## config.mk

```make
export PLATFORM = sky130hd
export DESIGN_NAME = risc16_io
export DESIGN_NICKNAME = d
export VERILOG_FILES = /design/src/rtl/risc16_io_pkg.sv /design/src/rtl/risc16_uart_tx.sv /design/src/rtl/risc16_io.sv
export SDC_FILE = /design/constraint.sdc
export NUM_CORES = 1
export LEC_CHECK = 0
export BUFFER_PORTS_ARGS = -buffer_cell sky130_fd_sc_hd__clkbuf_2
export CORE_MARGIN = 5
export CORE_UTILIZATION = 45
export CTS_BUF_LIST = sky130_fd_sc_hd__clkbuf_8 sky130_fd_sc_hd__clkbuf_16
export CTS_CLUSTER_SIZE = 40
export DETAILED_ROUTE_END_ITERATION = 16
export MAX_ROUTING_LAYER = met4
export PLACE_DENSITY = 0.7
export SLEW_MARGIN = 20
export SYNTH_ARGS = -nofsm -noshare
export SYNTH_HDL_FRONTEND = slang
export SYNTH_HIERARCHICAL = 1
export SYNTH_SLANG_ARGS = --single-unit
```

## constraint.sdc

```tcl
create_clock -name clk -period 3.3 [get_ports clk]
set_input_delay 0.99 -clock clk [delete_from_list [all_inputs] [get_ports clk]]
set_output_delay 0.99 -clock clk [all_outputs]
set_load 0.005 [all_outputs]
```

## src/rtl/risc16_io_pkg.sv

```systemverilog
// Shared definitions for the risc16 memory-mapped I/O block: register map,
// STATUS bit positions and the UART transmitter state encoding.
package risc16_io_pkg;

  localparam logic [11:0] IO_PAGE     = 12'h020;
  localparam logic [15:0] IO_BASE     = 16'h0200;
  localparam logic [15:0] ADDR_LED01  = 16'h0200;
  localparam logic [15:0] ADDR_LED2   = 16'h0202;
  localparam logic [15:0] ADDR_CYCLE  = 16'h0204;
  localparam logic [15:0] ADDR_TXDATA = 16'h0206;
  localparam logic [15:0] ADDR_STATUS = 16'h0208;

  localparam int unsigned ST_FULL  = 0;
  localparam int unsigned ST_EMPTY = 1;
  localparam int unsigned ST_BUSY  = 2;
  localparam int unsigned ST_OVF   = 3;

  typedef enum logic [1:0] {
    IDLE  = 2'd0,
    START = 2'd1,
    DATA  = 2'd2,
    STOP  = 2'd3
  } uart_state_t;

endpackage

```

## src/rtl/risc16_uart_tx.sv

```systemverilog
// 8N1 UART transmitter; accepts a byte on valid & ready (ready only in IDLE).
module risc16_uart_tx
  import risc16_io_pkg::*;
#(
  parameter int unsigned CLKS_PER_BIT = 217
) (
  input  logic       clk,
  input  logic       rst,
  input  logic       valid,
  input  logic [7:0] data,
  output logic       ready,
  output logic       tx
);

  localparam logic [15:0] CPB_M1 = 16'(CLKS_PER_BIT - 1);

  uart_state_t r_state, w_state;
  logic [15:0] r_clk_cnt, w_clk_cnt;
  logic [2:0]  r_bit_cnt, w_bit_cnt;
  logic [7:0]  r_shift, w_shift;
  logic        w_bit_end;

  always_ff @(posedge clk or posedge rst) begin
    if (rst) begin
      r_state   <= IDLE;
      r_clk_cnt <= '0;
      r_bit_cnt <= '0;
      r_shift   <= '0;
    end else begin
      r_state   <= w_state;
      r_clk_cnt <= w_clk_cnt;
      r_bit_cnt <= w_bit_cnt;
      r_shift   <= w_shift;
    end
  end

  always_comb begin
    w_state   = r_state;
    w_clk_cnt = r_clk_cnt;
    w_bit_cnt = r_bit_cnt;
    w_shift   = r_shift;
    w_bit_end = (r_clk_cnt == CPB_M1);
    ready     = 1'b0;
    tx        = 1'b1;
    case (r_state)
      IDLE: begin
        ready = 1'b1;
        if (valid) begin
          w_shift   = data;
          w_bit_cnt = '0;
          w_clk_cnt = '0;
          w_state   = START;
        end
      end
      START: begin
        tx = 1'b0;
        if (w_bit_end) begin
          w_clk_cnt = '0;
          w_state   = DATA;
        end else begin
          w_clk_cnt = r_clk_cnt + 16'd1;
        end
      end
      DATA: begin
        tx = r_shift[0];
        if (w_bit_end) begin
          w_clk_cnt = '0;
          w_shift   = {1'b0, r_shift[7:1]};
          w_bit_cnt = r_bit_cnt + 3'd1;
          if (r_bit_cnt == 3'd7) w_state = STOP;
        end else begin
          w_clk_cnt = r_clk_cnt + 16'd1;
        end
      end
      STOP: begin
        if (w_bit_end) begin
          w_clk_cnt = '0;
          w_state   = IDLE;
        end else begin
          w_clk_cnt = r_clk_cnt + 16'd1;
        end
      end
      default: w_state = IDLE;
    endcase
  end

endmodule

```

## src/rtl/risc16_io.sv

```systemverilog
// Memory-mapped I/O window 0x200-0x20F: LED registers, cycle counter and a
// transmit FIFO feeding the UART transmitter.
module risc16_io
  import risc16_io_pkg::*;
#(
  parameter int unsigned CLKS_PER_BIT = 217,
  parameter int unsigned FIFO_DEPTH   = 4
) (
  input  logic        clk,
  input  logic        rst,
  input  logic [15:0] daddr,
  input  logic [15:0] ddout,
  input  logic        doe,
  input  logic        dwe0,
  input  logic        dwe1,
  output logic        io_sel,
  output logic [15:0] io_rdata,
  output logic [23:0] led,
  output logic        tx
);

  localparam int unsigned AW = $clog2(FIFO_DEPTH);
  localparam int unsigned CW = AW + 1;

  logic [7:0]    r_led0, r_led1, r_led2;
  logic [15:0]   r_cycle;
  logic [7:0]    r_fifo [FIFO_DEPTH];
  logic [AW-1:0] r_wr_ptr, r_rd_ptr;
  logic [CW-1:0] r_count;
  logic          r_ovf;

  logic [15:0] w_addr;
  logic        w_we0, w_we1;
  logic        w_hit_led01, w_hit_led2, w_hit_cycle, w_hit_tx, w_hit_status;
  logic        w_full, w_empty, w_ready, w_pop;
  logic        w_push, w_push_ok, w_ovf_set, w_ovf_clr;
  logic [3:0]  w_status;

  assign io_sel       = (daddr[15:4] == IO_PAGE);
  assign w_addr       = daddr & 16'hfffe;
  assign w_we0        = io_sel & dwe0;
  assign w_we1        = io_sel & dwe1;
  assign w_hit_led01  = (w_addr == ADDR_LED01);
  assign w_hit_led2   = (w_addr == ADDR_LED2);
  assign w_hit_cycle  = (w_addr == ADDR_CYCLE);
  assign w_hit_tx     = (w_addr == ADDR_TXDATA);
  assign w_hit_status = (w_addr == ADDR_STATUS);

  assign w_full    = (r_count == CW'(FIFO_DEPTH));
  assign w_empty   = (r_count == '0);
  assign w_pop     = ~w_empty & w_ready;
  // A pop in the same cycle frees a slot, so a push into a full FIFO still lands.
  assign w_push    = w_we1 & w_hit_tx;
  assign w_push_ok = w_push & (~w_full | w_pop);
  assign w_ovf_set = w_push & ~w_push_ok;
  assign w_ovf_clr = w_we1 & w_hit_status & ddout[3];

  always_ff @(posedge clk or posedge rst) begin
    if (rst) begin
      r_led0 <= '0;
      r_led1 <= '0;
      r_led2 <= '0;
    end else begin
      if (w_we0 && w_hit_led01) r_led1 <= ddout[15:8];
      if (w_we1 && w_hit_led01) r_led0 <= ddout[7:0];
      if (w_we1 && w_hit_led2)  r_led2 <= ddout[7:0];
    end
  end

  always_ff @(posedge clk or posedge rst) begin
    if (rst) r_cycle <= '0;
    else if ((w_we0 || w_we1) && w_hit_cycle) r_cycle <= '0;
    else r_cycle <= r_cycle + 16'd1;
  end

  always_ff @(posedge clk) begin
    if (w_push_ok) r_fifo[r_wr_ptr] <= ddout[7:0];
  end

  always_ff @(posedge clk or posedge rst) begin
    if (rst) begin
      r_wr_ptr <= '0;
      r_rd_ptr <= '0;
      r_count  <= '0;
      r_ovf    <= 1'b0;
    end else begin
      if (w_push_ok) r_wr_ptr <= r_wr_ptr + AW'(1);
      if (w_pop)     r_rd_ptr <= r_rd_ptr + AW'(1);
      case ({w_push_ok, w_pop})
        2'b10:   r_count <= r_count + CW'(1);
        2'b01:   r_count <= r_count - CW'(1);
        default: r_count <= r_count;
      endcase
      if (w_ovf_set)      r_ovf <= 1'b1;
      else if (w_ovf_clr) r_ovf <= 1'b0;
    end
  end

  risc16_uart_tx #(
    .CLKS_PER_BIT(CLKS_PER_BIT)
  ) u_uart_tx (
    .clk  (clk),
    .rst  (rst),
    .valid(~w_empty),
    .data (r_fifo[r_rd_ptr]),
    .ready(w_ready),
    .tx   (tx)
  );

  always_comb begin
    w_status           = '0;
    w_status[ST_FULL]  = w_full;
    w_status[ST_EMPTY] = w_empty;
    w_status[ST_BUSY]  = ~w_ready;
    w_status[ST_OVF]   = r_ovf;
  end

  always_comb begin
    io_rdata = '0;
    if (io_sel && doe) begin
      case (w_addr)
        ADDR_LED01:  io_rdata = {r_led1, r_led0};
        ADDR_LED2:   io_rdata = {8'h00, r_led2};
        ADDR_CYCLE:  io_rdata = r_cycle;
        ADDR_TXDATA: io_rdata = {8'h00, 8'(r_count)};
        ADDR_STATUS: io_rdata = {12'h000, w_status};
        default:     io_rdata = '0;
      endcase
    end
  end

  assign led = {r_led2, r_led1, r_led0};

endmodule

```

# Word-level counts from Yosys, hierarchy flattened
# Memory sizes are Yosys's and may differ from the RTL's.
# Index checks and enable logic that the tools add are counted.
[word_totals] input_bits=37 register_bits=77 memories=1 ram_bits=32
[memory_table] memory="r_fifo" words=4 word_bits=8 read_ports=1 rd_ports_with_merged_regs=0 write_ports=1 line_no="risc16_io.sv:27" source="logic [7:0] r_fifo [FIFO_DEPTH];"
[classes] muxes=25 n_bitwise=13 reduce_logical=14 n_eq_ne=19 n_addsub=7
[ops] operator="$pmux 16 s5" count=1
[ops] operator="$eq 15x9->1 const B" count=5
[ops] operator="$mux 16" count=4
[ops] operator="$add 16x1->16 const B" count=2
[ops] operator="$pmux 16 s2" count=1
[ops] operator="$eq 16x8->1 const B" count=1
[ops] operator="$mux 8" count=2
[ops] operator="$pmux 8 s2" count=1
[ops] operator="$eq 12x6->1 const B" count=1
[ops] operator="$pmux 3 s2" count=2
[ops] operator="$mux 2" count=5
[ops] operator="$and 1x1->1" count=8
[ops] operator="$ne 2x1->1 const B" count=4
[ops] operator="$pmux 2 s4" count=1
[ops] operator="$add 3x1->3 const B" count=2
[ops] operator="$eq 2x2->1 const B" count=3
[ops] operator="$eq 3x3->1 const B" count=2
[ops] operator="$mux 3" count=2
[ops] operator="$reduce_bool 2->1" count=3
[ops] operator="$logic_and 1x1->1" count=5
[ops] operator="$mux 1" count=5
[ops] operator="$reduce_and 5->1" count=1
[ops] operator="$add 2x1->2 const B" count=2
[ops] operator="$eq 2x1->1 const B" count=2
[ops] operator="10 further kinds" count=13

# Logic depth before layout (Yosys ltp)
# Gate-level depths: netlist of run 1.
[depth] word_depth=8 depth_mapped=9

# Modules after synthesis
# The synthesis of run 1 kept the hierarchy.
[by_module_without_submodules] mod="risc16_io" area_each_um2=3732.3 cells_per_inst=290 seq_area_each_um2=2162.1 n_inst=1
[by_module_without_submodules] mod="risc16_uart_tx" area_each_um2=1819.2 cells_per_inst=177 seq_area_each_um2=725.7 n_inst=1

# Least setup slack after synthesis of run 1
# No wires, ideal clock.
[synth_timing] path_kind="input-to-output" from="in daddr[12]" to="out io_rdata[0]" slack_ns=0.006 t_arrival_ns=2.304 stages=7 cell_sequence="nor4_1 nand4_1 buf_2 inv_1 nand3_1 clkbuf_1 nor2_1"
[synth_via] elab_chain_len=3 elab_cells_between_ends=9 classes_between="eq/ne (6); mux (2); reduce/logical (1)"
[synth_lines] item="start, declared" line_no="risc16_io.sv:11" source="input logic [15:0] daddr,"
[synth_lines] item="$eq 12x6->1" line_no="risc16_io.sv:39" source="assign io_sel = (daddr[15:4] == IO_PAGE);"
[synth_lines] item="via io_sel" line_no="risc16_io.sv:16" source="output logic io_sel,"
[synth_lines] item="$logic_and 1x1->1" line_no="risc16_io.sv:120" source="if (io_sel && doe) begin"
[synth_lines] item="$mux 16" line_no="risc16_io.sv:120"
[synth_lines] item="end, declared" line_no="risc16_io.sv:17" source="output logic [15:0] io_rdata,"
# The timed path passes the listed nets, and every way through them passes these cells.

# Final worst setup path of run 1
[layout_timing] from="in daddr[15]" to="out io_rdata[4]"
[layout_via] elab_chain_len=3 elab_cells_between_ends=9 classes_between="eq/ne (6); mux (2); reduce/logical (1)"
[layout_lines] item="$eq 15x9->1 / $eq 12x6->1 (equally long branches)" line_no="risc16_io.sv:121, risc16_io.sv:39"
[layout_lines] item="$pmux 16 s5 / $logic_and 1x1->1 (equally long branches)" line_no="risc16_io.sv:121, risc16_io.sv:120"
[layout_lines] item="$mux 16 *" line_no="risc16_io.sv:120"
# Every way passes the cells marked *; elsewhere a longest branch is shown, timed or not.

==> results of run 1 <==
[worst max-delay path, cell delays in order]
cell and delay, ps:
buf_6 100, nor4_4 240, nand4_1 140, buf_6 170
nor3_4 270, buf_6 170, a32oi_2 60, a21oi_1 160
buf_2 140
[cell type report]
type,instances,share of cell area [%]
tap,168,3.18
multi-input combinational,322,39.1
clock buffer,9,3.41
inverter,13,0.757
clock inverter,7,1.00
timing repair buffer,100,8.82
sequential,109,43.7
[worst max path at each step]
| stage | startpoint | to | slack [ps] | cells past startpoint |
|---|---|---|---|---|
| finish | daddr[15] | io_rdata[4] | -130 | 9 |
| floorplan | daddr[12] | io_rdata[0] | 6 | 7 |
| global route | daddr[15] | io_rdata[4] | -190 | 9 |
| detailed placement | daddr[12] | io_rdata[6] | -110 | 9 |
| CTS | daddr[12] | io_rdata[13] | -60 | 9 |
| global placement | daddr[12] | io_rdata[1] | -130 | 9 |
[report_power, final]
group | total (mW) | switching (mW) | internal (mW)
registers | 1.53 | 0.0734 | 1.46
logic | 0.196 | 0.0909 | 0.105
clock network | 1.07 | 0.484 | 0.586
[cell usage after synthesis, types with 3 or more instances]
master / count / area (um2)
o31ai_1: 4 / 30.0
a22oi_1: 13 / 97.6
and2_1: 5 / 31.3
nand3_1: 17 / 85.1
mux2_2: 34 / 383
nor3_1: 8 / 40.0
buf_2: 9 / 45.0
or3_1: 4 / 25.0
mux2i_1: 4 / 40.0
o211ai_1: 3 / 22.5
o21ai_0: 7 / 35.0
buf_6: 3 / 33.8
nand2_1: 30 / 113
edfxtp_1: 32 / 961
dfrtp_1: 77 / 1930
or4_1: 4 / 30.0
mux2_4: 7 / 105
ha_1: 13 / 163
nor2b_1: 6 / 37.5
nor2_1: 39 / 146
inv_1: 13 / 48.8
nor4_1: 10 / 62.6
o21a_1: 6 / 45.0
and4_1: 5 / 43.8
nand4_1: 9 / 56.3
a21o_1: 3 / 22.5
and3_1: 5 / 31.3
nor3b_1: 4 / 30.0
xor2_1: 9 / 78.8
xnor2_1: 10 / 87.6
o22ai_1: 3 / 18.8
clkbuf_1: 8 / 30.0
mux4_2: 8 / 180
a32oi_1: 4 / 35.0
a21oi_1: 9 / 45.0
o311ai_0: 5 / 43.8
[per-layer routing]
| layer | up-vias | share of wire [%] |
|---|---|---|
| met5 | - | 0 |
| met2 | 98 | 50 |
| met1 | 2036 | 45 |
| met4 | 0 | 0.62 |
| met3 | 7 | 5.2 |
| li1 | 1911 | - |
[sequential cells by signal (all words and copies together), names as in the netlist, 3 cells and up]
register	count
u_uart_tx/r_bit_cnt	3
r_led2	8
r_fifo	32
r_cycle	16
u_uart_tx/r_clk_cnt	16
u_uart_tx/r_shift	8
r_led0	8
r_count	3
r_led1	8
[kinds of logic (layout without fill, tap and decap cells)]
kind of cell	after synthesis	in the layout	share of synthesized area (%)
compound gates	72	72	9.49
xor+xnor	19	19	3.00
fa+ha+maj	14	14	3.29
buf+inv	37	129	3.38
flops	109	109	52.0
mux	53	53	12.8
simple gates	163	164	16.1
[timing repair]
item,in CTS,in global routing
hold endpoints to repair,0,0
gates cloned,3,0
pin swaps,10,25
setup endpoints to repair,15,16
setup buffers,0,1
resized for setup,14,28
[stage by stage]
stage | util [%] | total power [mW] | hold WS, ps | instances | TNS (ps)
final | 54.8 | 2.80 | 510 | 728 | -930
after CTS | 54.2 | 2.82 | 517 | 727 | -610
after global placement | 51.1 | 1.73 | 492 | 708 | -1570
after global routing | 54.8 | 2.93 | 533 | 728 | -2240
after detailed placement | 51.1 | 1.74 | 494 | 708 | -1330
after floorplan | - | 1.67 | 462 | 467 | 0
==> load_flow_metrics.sql, run 1 <==
INSERT INTO impl_metrics (metric_group, metric, value, unit) VALUES
('synth', 'mappedNetlistArea', '0.00555', 'mm2'),
('status', 'violated_checks', 'negative setup slack', ''),
('route', 'detail_route.first_pass.iterations', '4', ''),
('cts', 'h-tree-depth', '3', ''),
('floorplan', 'die_height', '121', 'um'),
('grt', 'grt_max_degree', '49', ''),
('grt', 'grt_antenna_before_repair', '0', ''),
('cts', 'insertion_delay', '350', 'ps'),
('setup_path', 'r2r_end', 'r_count[2]', ''),
('synth', 'synth_edf_count', '32', ''),
('min_path', 'hold_path.startpoint', 'r_ovf', ''),
('route', 'via_count', '4052', ''),
('floorplan', 'start_util', '46.0', '%'),
('cts', 'clock_sinks', '109', ''),
('route', 'postRouteAntennaNets', '0', ''),
('cells_and_area', 'synthToLayoutAreaGrowth', '19.0', '%'),
('cts', 'cts_root_buffer', 'clkbuf_16', ''),
('cts', 'numCtsBuffers', '9', ''),
('synth', 'yosys.cell_types.count', '65', ''),
('setup_path', 'crit_path_max_fanout', '6', ''),
('place', 'placed_cell_area', '0.00616', 'mm2'),
('cells_and_area', 'antenna_cells_inserted', '0', ''),
('timing', 'max_slew.worst_pin.slew', '830', 'ps'),
('setup_path', 'r2r-start', 'u_uart_tx/r_state[0]', ''),
('timing', 'timing.clock.skew', '4.69', 'ps'),
('floorplan', 'floorplan_core_area', '0.0121', 'mm2'),
('route', 'route.final.wire_length', '12300', 'um'),
('synth', 'post_synth_inst_count', '467', ''),
('cts', 'clockBufferDepth', '2', ''),
('run', 'timing.max_cap.violations', '0', ''),
('cells_and_area', 'final_nets', '606', ''),
('timing', 'min_period_over_period', '104', '%'),
('grt', 'global_route.usage.met3', '4.24', '%'),
('timing', 'final_critical_path_setup_slack', '-129', 'ps'),
('route', 'vias_per_cell', '5.57', ''),
('grt', 'busiest_layer', 'met2', ''),
('grt', 'globalRouteMet2Util', '28.3', '%'),
('cells_and_area', 'fill_cell_instance_count_of_the_final_layout', '1014', ''),
('grt', 'grt_pass1_wl', '20700', 'um'),
('timing', 'final.min_clock_period', '3430', 'ps'),
('setup_path', 'startpoint_type', 'input pin', ''),
('place', 'place.detailed.hpwl', '8760', 'um'),
('setup_path', 'setup.worst_path.end_class', 'primary output', ''),
('place', 'io_buffers', '77', ''),
('timing', 'slew-limit-headroom', '44.6', '%'),
('cells_and_area', 'seqCellArea', '0.00289', 'mm2'),
('cts', 'cts.reportedPaths.clkPinSlew', '70', 'ps'),
('min_path', 'worstHoldPathType', 'reg -> reg', ''),
('setup_path', 'required', '2310', 'ps'),
('route', 'avgRoutedWirePerCell', '17.0', 'um'),
('power', 'p_leak', '2.83', 'nW'),
('synth', 'ys_seq_area_share', '52.0', '%'),
('synth', 'synth-warning-count', '6', ''),
('place', 'gp_congestion', '0.829', ''),
('status', 'run_status', 'finished with violations', ''),
('min_path', 'whs_endpoint', 'r_ovf', ''),
('route', 'post-route-drc-count', '0', ''),
('grt', 'globalRouteMet1Util', '25.3', '%'),
('setup_path', 'crit_type', 'in -> out', ''),
('timing', 'setup-violations-final', '15', ''),
('synth', 'asyncSetResetFlopFracSynth', '70.6', '%'),
('grt', 'gr-usage-all-layers', '18.3', '%'),
('synth', 'flops_latches_synth', '109', ''),
('cells_and_area', 'most_frequent_standard_cell_in_the_layout_excluding_fill_and_tap_cells', 'dfrtp_1', ''),
('place', 'worst_setup_slack_before_clock_tree_synthesis', '-113', 'ps'),
('floorplan', 'top_level_ports', '79', ''),
('timing', 'grt_setup_unrepaired', 'true', ''),
('setup_path', 'ff2ff_setup_slack', '750', 'ps'),
('route', 'dr.first_iter.drc_count', '310', ''),
('timing', 'hold_violations', '0', ''),
('floorplan', 'die_w', '121', 'um');
(Power assumes the default switching activity.)
==> run 2, diff against run 1 <==
Settings changed: CORE_UTILIZATION 45 to 40, HOLD_SLACK_MARGIN from default to 0.1, PLACE_DENSITY 0.7 to 0.64.
==> run 2 against run 1 <==
The flow still finishes with violations (negative setup slack). Combinational power barely moved. Critical path depth did not move. Via count fell by 1.8%. Clock-buffer cell count did not move. Critical path type unchanged. Highest routed layer unchanged.
==> load_flow_metrics.sql, run 2 (synthesis gave the netlist of run 1 again) <==
INSERT INTO impl_metrics (metric_group, metric, value, unit) VALUES
('grt', 'globalRouteMet2Util', '25.9', '%'),
('timing', 'hold_violations', '0', ''),
('status', 'run_status', 'finished with violations', ''),
('status', 'violated_checks', 'negative setup slack', ''),
('cts', 'numCtsBuffers', '9', ''),
('grt', 'globalRouteOverflowTotal', '0', ''),
('timing', 'final_critical_path_setup_slack', '-50.0', 'ps'),
('cells_and_area', 'layout-drive-gt1-share', '32.4', '%'),
('setup_path', 'crit_type', 'in -> out', ''),
('setup_path', 'setup.worst_path.end_class', 'primary output', ''),
('cells_and_area', 'synthToLayoutAreaGrowth', '17.6', '%'),
('timing', 'setup-violations-final', '4', ''),
('route', 'avgRoutedWirePerCell', '16.7', 'um'),
('floorplan', 'start_util', '40.5', '%'),
('route', 'dr.first_iter.drc_count', '256', ''),
('grt', 'global_route.usage.met3', '3.71', '%'),
('cts', 'insertion_delay', '350', 'ps'),
('timing', 'timing.clock.skew', '5.51', 'ps'),
('cts', 'clockBufferDepth', '2', ''),
('power', 'cellPowerDensity', '434', 'mW/mm2'),
('setup_path', 'crit_path_max_fanout', '7', ''),
('cts', 'cts_root_buffer', 'clkbuf_16', ''),
('grt', 'grt_max_degree', '32', ''),
('route', 'route.final.wire_length', '12300', 'um'),
('cells_and_area', 'number_of_flip_flops_in_the_largest_register', '32', ''),
('min_path', 'hold_path.startpoint', 'r_ovf', ''),
('route', 'post-route-drc-count', '0', ''),
('timing', 'final.setup.tns', '-109', 'ps'),
('floorplan', 'floorplan_core_area', '0.0137', 'mm2'),
('min_path', 'worstHoldPathType', 'reg -> reg', ''),
('place', 'place.detailed.hpwl', '8880', 'um'),
('setup_path', 'r2r_end', 'r_count[2]', ''),
('floorplan', 'die_w', '128', 'um'),
('grt', 'grt_pass1_wl', '20600', 'um'),
('setup_path', 'startpoint_type', 'input pin', ''),
('cts', 'cts.reportedPaths.clkPinSlew', '70', 'ps'),
('timing', 'slew-limit-headroom', '60.9', '%'),
('timing', 'max_freq', '299', 'MHz'),
('cts', 'clock_sinks', '109', ''),
('cells_and_area', 'most_frequent_standard_cell_in_the_layout_excluding_fill_and_tap_cells', 'dfrtp_1', ''),
('setup_path', 'ff2ff_setup_slack', '780', 'ps'),
('cells_and_area', 'reg.largest.list', 'r_fifo (32), r_cycle (16), u_uart_tx/r_clk_cnt (16)', ''),
('grt', 'grt_antenna_before_repair', '0', ''),
('timing', 'grt_setup_unrepaired', 'true', ''),
('timing', 'min_period_over_period', '102', '%'),
('grt', 'grt_pass1_vias', '4007', ''),
('cells_and_area', 'antenna_cells_inserted', '0', ''),
('power', 'p_leak', '2.80', 'nW'),
('cells_and_area', 'fill_cell_instance_count_of_the_final_layout', '1265', ''),
('place', 'io_buffers', '77', ''),
('grt', 'globalRouteMet1Util', '21.0', '%'),
('min_path', 'worstHoldPathCells', '2', ''),
('cts', 'h-tree-depth', '3', ''),
('cells_and_area', 'registers.top_by_ff_count', 'r_fifo', ''),
('timing', 'slew_violations', '0', ''),
('route', 'via_count', '3980', ''),
('route', 'detail_route.first_pass.iterations', '4', ''),
('place', 'gp_congestion', '0.806', ''),
('floorplan', 'std_cell_rows', '43', ''),
('place', 'worst_setup_slack_before_clock_tree_synthesis', '-101', 'ps'),
('grt', 'gr-usage-all-layers', '16.0', '%'),
('grt', 'busiest_layer', 'met2', ''),
('timing', 'final.min_clock_period', '3350', 'ps'),
('cts', 'clock_tree_from_tritoncts', 'done', ''),
('cells_and_area', 'most-common-layout-cells', 'dfrtp_1 (77), clkbuf_2 (71), nor2_1 (39)', ''),
('floorplan', 'die_height', '128', 'um'),
('power', 'ir_drop', '0.302', 'mV'),
('cells_and_area', 'final_nets', '604', ''),
('timing', 'max_slew.worst_pin.slew', '586', 'ps'),
('min_path', 'whs_endpoint', 'r_ovf', ''),
('setup_path', 'r2r-start', 'u_uart_tx/r_state[0]', ''),
('setup_path', 'required', '2310', 'ps'),
('setup_path', 'r2r_cells', '8', ''),
('floorplan', 'top_level_ports', '79', ''),
('setup_path', 'data_arrival_at_the_endpoint_of_the_critical_path', '2360', 'ps'),
('floorplan', 'fp.dieArea', '0.0163', 'mm2'),
('route', 'postRouteAntennaNets', '0', ''),
('run', 'timing.max_cap.violations', '0', ''),
('route', 'vias_per_cell', '5.39', '');
==> run 2: cell count changes in the layout (fill, tap and decap cells not counted), moves of 2 or more <==
cell      delta
buf_2       -10
a32oi_2      -2
a22oi_2      -8
clkinv_4     +2
a22oi_1      +8
a32oi_1      +2
clkbuf_2    +10
buf_6        -2
nor4_4       -2
clkinv_1     -2
==> run 2: where the power goes <==
part | total (mW) | internal [mW] | leakage [nW] | switching (mW)
logic | 0.196 | 0.105 | 1.35 | 0.0908
registers | 1.53 | 1.46 | 1.29 | 0.0693
clock network | 1.11 | 0.601 | 0.152 | 0.513
==> run 2: cell type report <==
| cell class | instances | area [um2] | area share, % |
|---|---|---|---|
| inverter | 13 | 48.8 | 0.747 |
| clock buffer | 9 | 225 | 3.45 |
| timing repair buffer | 99 | 568 | 8.70 |
| multi-input combinational | 321 | 2490 | 38.2 |
| clock inverter | 7 | 81.3 | 1.25 |
| sequential | 109 | 2890 | 44.2 |
| tap | 180 | 225 | 3.45 |
==> run 2: worst max path at each step <==
stage                   start           to  slack [ps]  depth (start not counted)
CTS                 daddr[12]  io_rdata[6]         -50                          9
floorplan           daddr[12]  io_rdata[0]           6                          7
finish              daddr[12]  io_rdata[5]         -50                          9
global placement    daddr[12]  io_rdata[3]        -100                          9
detailed placement  daddr[12]  io_rdata[5]        -100                          9
global route        daddr[12]  io_rdata[6]        -170                          9
==> run 2: per-stage QoR <==
step                utilization [%]  total power [mW]  instance area [um2]  instances  hold slack [ps]
detailed placement             45.0              1.75                 6170        720              490
global route                   47.6              2.96                 6530        738              527
floorplan                         -              1.67                 5550        467              462
finish                         47.6              2.84                 6530        738              514
global placement               45.0              1.74                 6170        720              490
CTS                            47.5              2.87                 6510        737              517
==> run 2: timing repair <==
action                                  in CTS  in global routing
gates resized for setup                      6                  7
pin swaps                                    2                  2
hold buffers                                 0                  0
buffers inserted                             0                  1
cloned                                       1                  0
endpoints found under the setup margin      15                 16
==> run 2: per-layer routing <==
metal	wire (um)	vias to the layer above	share of wire, %
met5	0	-	0
met3	498	10	4.0
met1	5720	1966	46
li1	-	1912	-
met2	6010	92	49
met4	112	0	0.91
==> run 2: worst max-delay path, cell delays in order <==
cell	delay [ps]
buf_6	90
nor4_2	240
nand4_1	160
buf_6	180
nor3_4	170
buf_6	160
a32oi_1	60
a21oi_1	170
buf_2	140
==> run 3, diff against run 2 <==
==> constraint.sdc (replaced) <==
create_clock -name clk -period 3.3 [get_ports clk]
set_input_delay 0.165 -clock clk [delete_from_list [all_inputs] [get_ports clk]]
set_output_delay 0.165 -clock clk [all_outputs]
set_load 0.01 [all_outputs]
==> run 3 against run 2 <==
The run now ends clean. Maximum frequency is 38% higher. Combinational power is 4% higher. Cell count is 0.27% higher. Largest cell class unchanged. Sequential power hardly changed. Highest routed layer unchanged.
==> load_flow_metrics.sql, run 3 (synthesis gave the netlist of run 1 again) <==
INSERT INTO impl_metrics (metric_group, metric, value, unit) VALUES
('cts', 'numCtsBuffers', '9', ''),
('cells_and_area', 'reg.largest.list', 'r_fifo (32), r_cycle (16), u_uart_tx/r_clk_cnt (16)', ''),
('setup_path', 'crit_path_top_delay_cell', 'dfrtp_1', ''),
('power', 'p_leak', '2.78', 'nW'),
('place', 'worst_setup_slack_before_clock_tree_synthesis', '903', 'ps'),
('setup_path', 'worstPathCellList', 'inv_1 > ha_1 > and2_0 > o21ai_0 > fa_1 > or3_1 > mux2i_1 > xor2_1', ''),
('cts', 'insertion_delay', '360', 'ps'),
('cells_and_area', 'synthToLayoutAreaGrowth', '18.3', '%'),
('min_path', 'worstHoldPathType', 'in -> reg', ''),
('timing', 'final_critical_path_setup_slack', '869', 'ps'),
('min_path', 'worstHoldPathCells', '1', ''),
('floorplan', 'floorplan_core_area', '0.0137', 'mm2'),
('cells_and_area', 'antenna_cells_inserted', '0', ''),
('power', 'cellPowerDensity', '442', 'mW/mm2'),
('floorplan', 'std_cell_rows', '43', ''),
('setup_path', 'ff2ff_setup_slack', '870', 'ps'),
('timing', 'holdWs', '161', 'ps'),
('timing', 'final.min_clock_period', '2430', 'ps'),
('place', 'placed_cell_area', '0.00608', 'mm2'),
('cells_and_area', 'fill_cell_instance_count_of_the_final_layout', '1259', ''),
('route', 'postRouteAntennaNets', '0', ''),
('setup_path', 'crit_path_max_fanout', '6', ''),
('route', 'dr.max_layer_used', 'met4', ''),
('floorplan', 'die_w', '128', 'um'),
('setup_path', 'startpoint_type', 'register', ''),
('floorplan', 'start_util', '40.5', '%'),
('route', 'post-route-drc-count', '0', ''),
('route', 'route.final.wire_length', '12800', 'um'),
('timing', 'slew-limit-headroom', '42.8', '%'),
('setup_path', 'required', '3590', 'ps'),
('floorplan', 'top_level_ports', '79', ''),
('status', 'run_status', 'finished, final reports clean', ''),
('route', 'route.met3.wl', '638', 'um'),
('timing', 'grt_setup_unrepaired', 'false', ''),
('min_path', 'hold_path.startpoint', 'ddout[3]', ''),
('floorplan', 'fp.dieArea', '0.0163', 'mm2'),
('place', 'place.detailed.hpwl', '8890', 'um'),
('run', 'timing.max_cap.violations', '0', ''),
('route', 'detail_route.first_pass.iterations', '4', ''),
('timing', 'hold_violations', '0', ''),
('setup_path', 'r2r-start', 'u_uart_tx/r_state[0]', ''),
('cts', 'clock_sinks', '109', ''),
('timing', 'min_period_over_period', '73.7', '%'),
('timing', 'final.setup.tns', '0', 'ps'),
('cts', 'cts_resized', '0', ''),
('grt', 'grt_pass1_vias', '4197', ''),
('power', 'ir_drop', '0.239', 'mV'),
('setup_path', 'crit_path_max_incr_delay', '410', 'ps'),
('cts', 'cts.reportedPaths.clkPinSlew', '80', 'ps'),
('cells_and_area', 'most-common-layout-cells', 'clkbuf_2 (77), dfrtp_1 (77), nor2_1 (39)', ''),
('route', 'via_count', '4069', ''),
('timing', 'timing.clock.skew', '8.66', 'ps'),
('timing', 'setup-violations-final', '0', ''),
('setup_path', 'crit_type', 'reg -> reg', ''),
('route', 'dr.first_iter.drc_count', '295', ''),
('route', 'wl_met2', '6180', 'um'),
('setup_path', 'setup.worst_path.end_class', 'register', ''),
('min_path', 'whs_endpoint', 'r_fifo[0][3]', ''),
('power', 'fin_total_pwr', '2.91', 'mW'),
('cts', 'cts_root_buffer', 'clkbuf_16', ''),
('grt', 'gr-usage-all-layers', '16.7', '%'),
('place', 'gp_congestion', '0.835', ''),
('timing', 'max_freq', '411', 'MHz'),
('place', 'io_buffers', '77', ''),
('timing', 'max_slew.worst_pin.slew', '857', 'ps'),
('cells_and_area', 'postLayoutCellArea', '0.00657', 'mm2'),
('grt', 'globalRouteOverflowTotal', '0', ''),
('grt', 'grt_antenna_before_repair', '0', ''),
('route', 'detail_route.wirelength.met1', '5860', 'um'),
('grt', 'grt_max_degree', '49', ''),
('timing', 'slew_violations', '0', ''),
('setup_path', 'data_arrival_at_the_endpoint_of_the_critical_path', '2720', 'ps'),
('cells_and_area', 'final_nets', '606', ''),
('floorplan', 'die_height', '128', 'um'),
('cts', 'clock_tree_from_tritoncts', 'done', ''),
('route', 'avgRoutedWirePerCell', '17.3', 'um'),
('cells_and_area', 'number_of_flip_flops_in_the_largest_register', '32', ''),
('route', 'vias_per_cell', '5.50', ''),
('grt', 'grt_pass1_wl', '21300', 'um'),
('cts', 'clockBufferDepth', '2', ''),
('cts', 'h-tree-depth', '3', ''),
('setup_path', 'r2r_end', 'r_count[2]', ''),
('cells_and_area', 'layout-drive-gt1-share', '29.6', '%'),
('cells_and_area', 'registers.top_by_ff_count', 'r_fifo', ''),
('setup_path', 'r2r_cells', '8', '');
-- run 3: worst max path at each step --
| stage | cells after the start | to | start |
|---|---|---|---|
| 6_report | 8 | r_count[2] | u_uart_tx/r_state[0] |
| 5_1_grt | 8 | r_count[2] | u_uart_tx/r_state[1] |
| 4_1_cts | 8 | r_count[2] | u_uart_tx/r_state[0] |
| 3_5_place_dp | 8 | r_count[2] | u_uart_tx/r_state[0] |
| 3_3_place_gp | 8 | r_count[2] | u_uart_tx/r_state[0] |
| 2_1_floorplan | 9 | r_count[2] | u_uart_tx/r_state[0] |
-- run 3: worst max-delay path: cells and delay by family, from the launching register on --
kind / cells / cell delay [ps]
AND/OR/NAND/NOR: 2 / 700
adder cells (fa/ha/maj): 2 / 610
flip-flops: 1 / 410
AO/OA/AOI/OAI: 1 / 210
multiplexers: 1 / 170
XOR/XNOR: 1 / 160
buffers and inverters: 1 / 110
-- run 3: metal layers --
layer,global-route usage (%),vias up
met4,3.06,0
li1,-,1916
met1,21.0,2047
met5,-,-
met2,27.4,95
met3,4.79,11
-- run 3: metrics by stage --
stage	std cells	utilization [%]
6_report	740	47.9
5_1_grt	740	47.9
4_1_cts	739	47.8
3_5_place_dp	708	44.3
3_3_place_gp	708	44.3
2_1_floorplan	467	-
-- run 3: area by class of cell --
| class | instances | area [um2] | area share [%] |
|---|---|---|---|
| flip-flops and latches | 109 | 2890 | 44.0 |
| inverters | 13 | 50.0 | 0.762 |
| well taps | 180 | 225 | 3.43 |
| repair buffers | 101 | 606 | 9.22 |
| multi-input cells | 321 | 2480 | 37.7 |
| clock inverters | 6 | 75.1 | 1.14 |
| clock buffers | 10 | 250 | 3.81 |
-- run 3: what timing repair did --
| item | in CTS | in global routing |
|---|---|---|
| hold buffers | 15 | 1 |
| buffers inserted | 0 | 0 |
| setup endpoints to repair | 0 | 0 |
| hold endpoints to repair | 36 | 77 |
-- run 3: where the power goes --
group	internal, mW	switching [mW]
Combinational	0.111	0.0925
Clock	0.647	0.527
Sequential	1.46	0.0702
Total	2.22	0.690
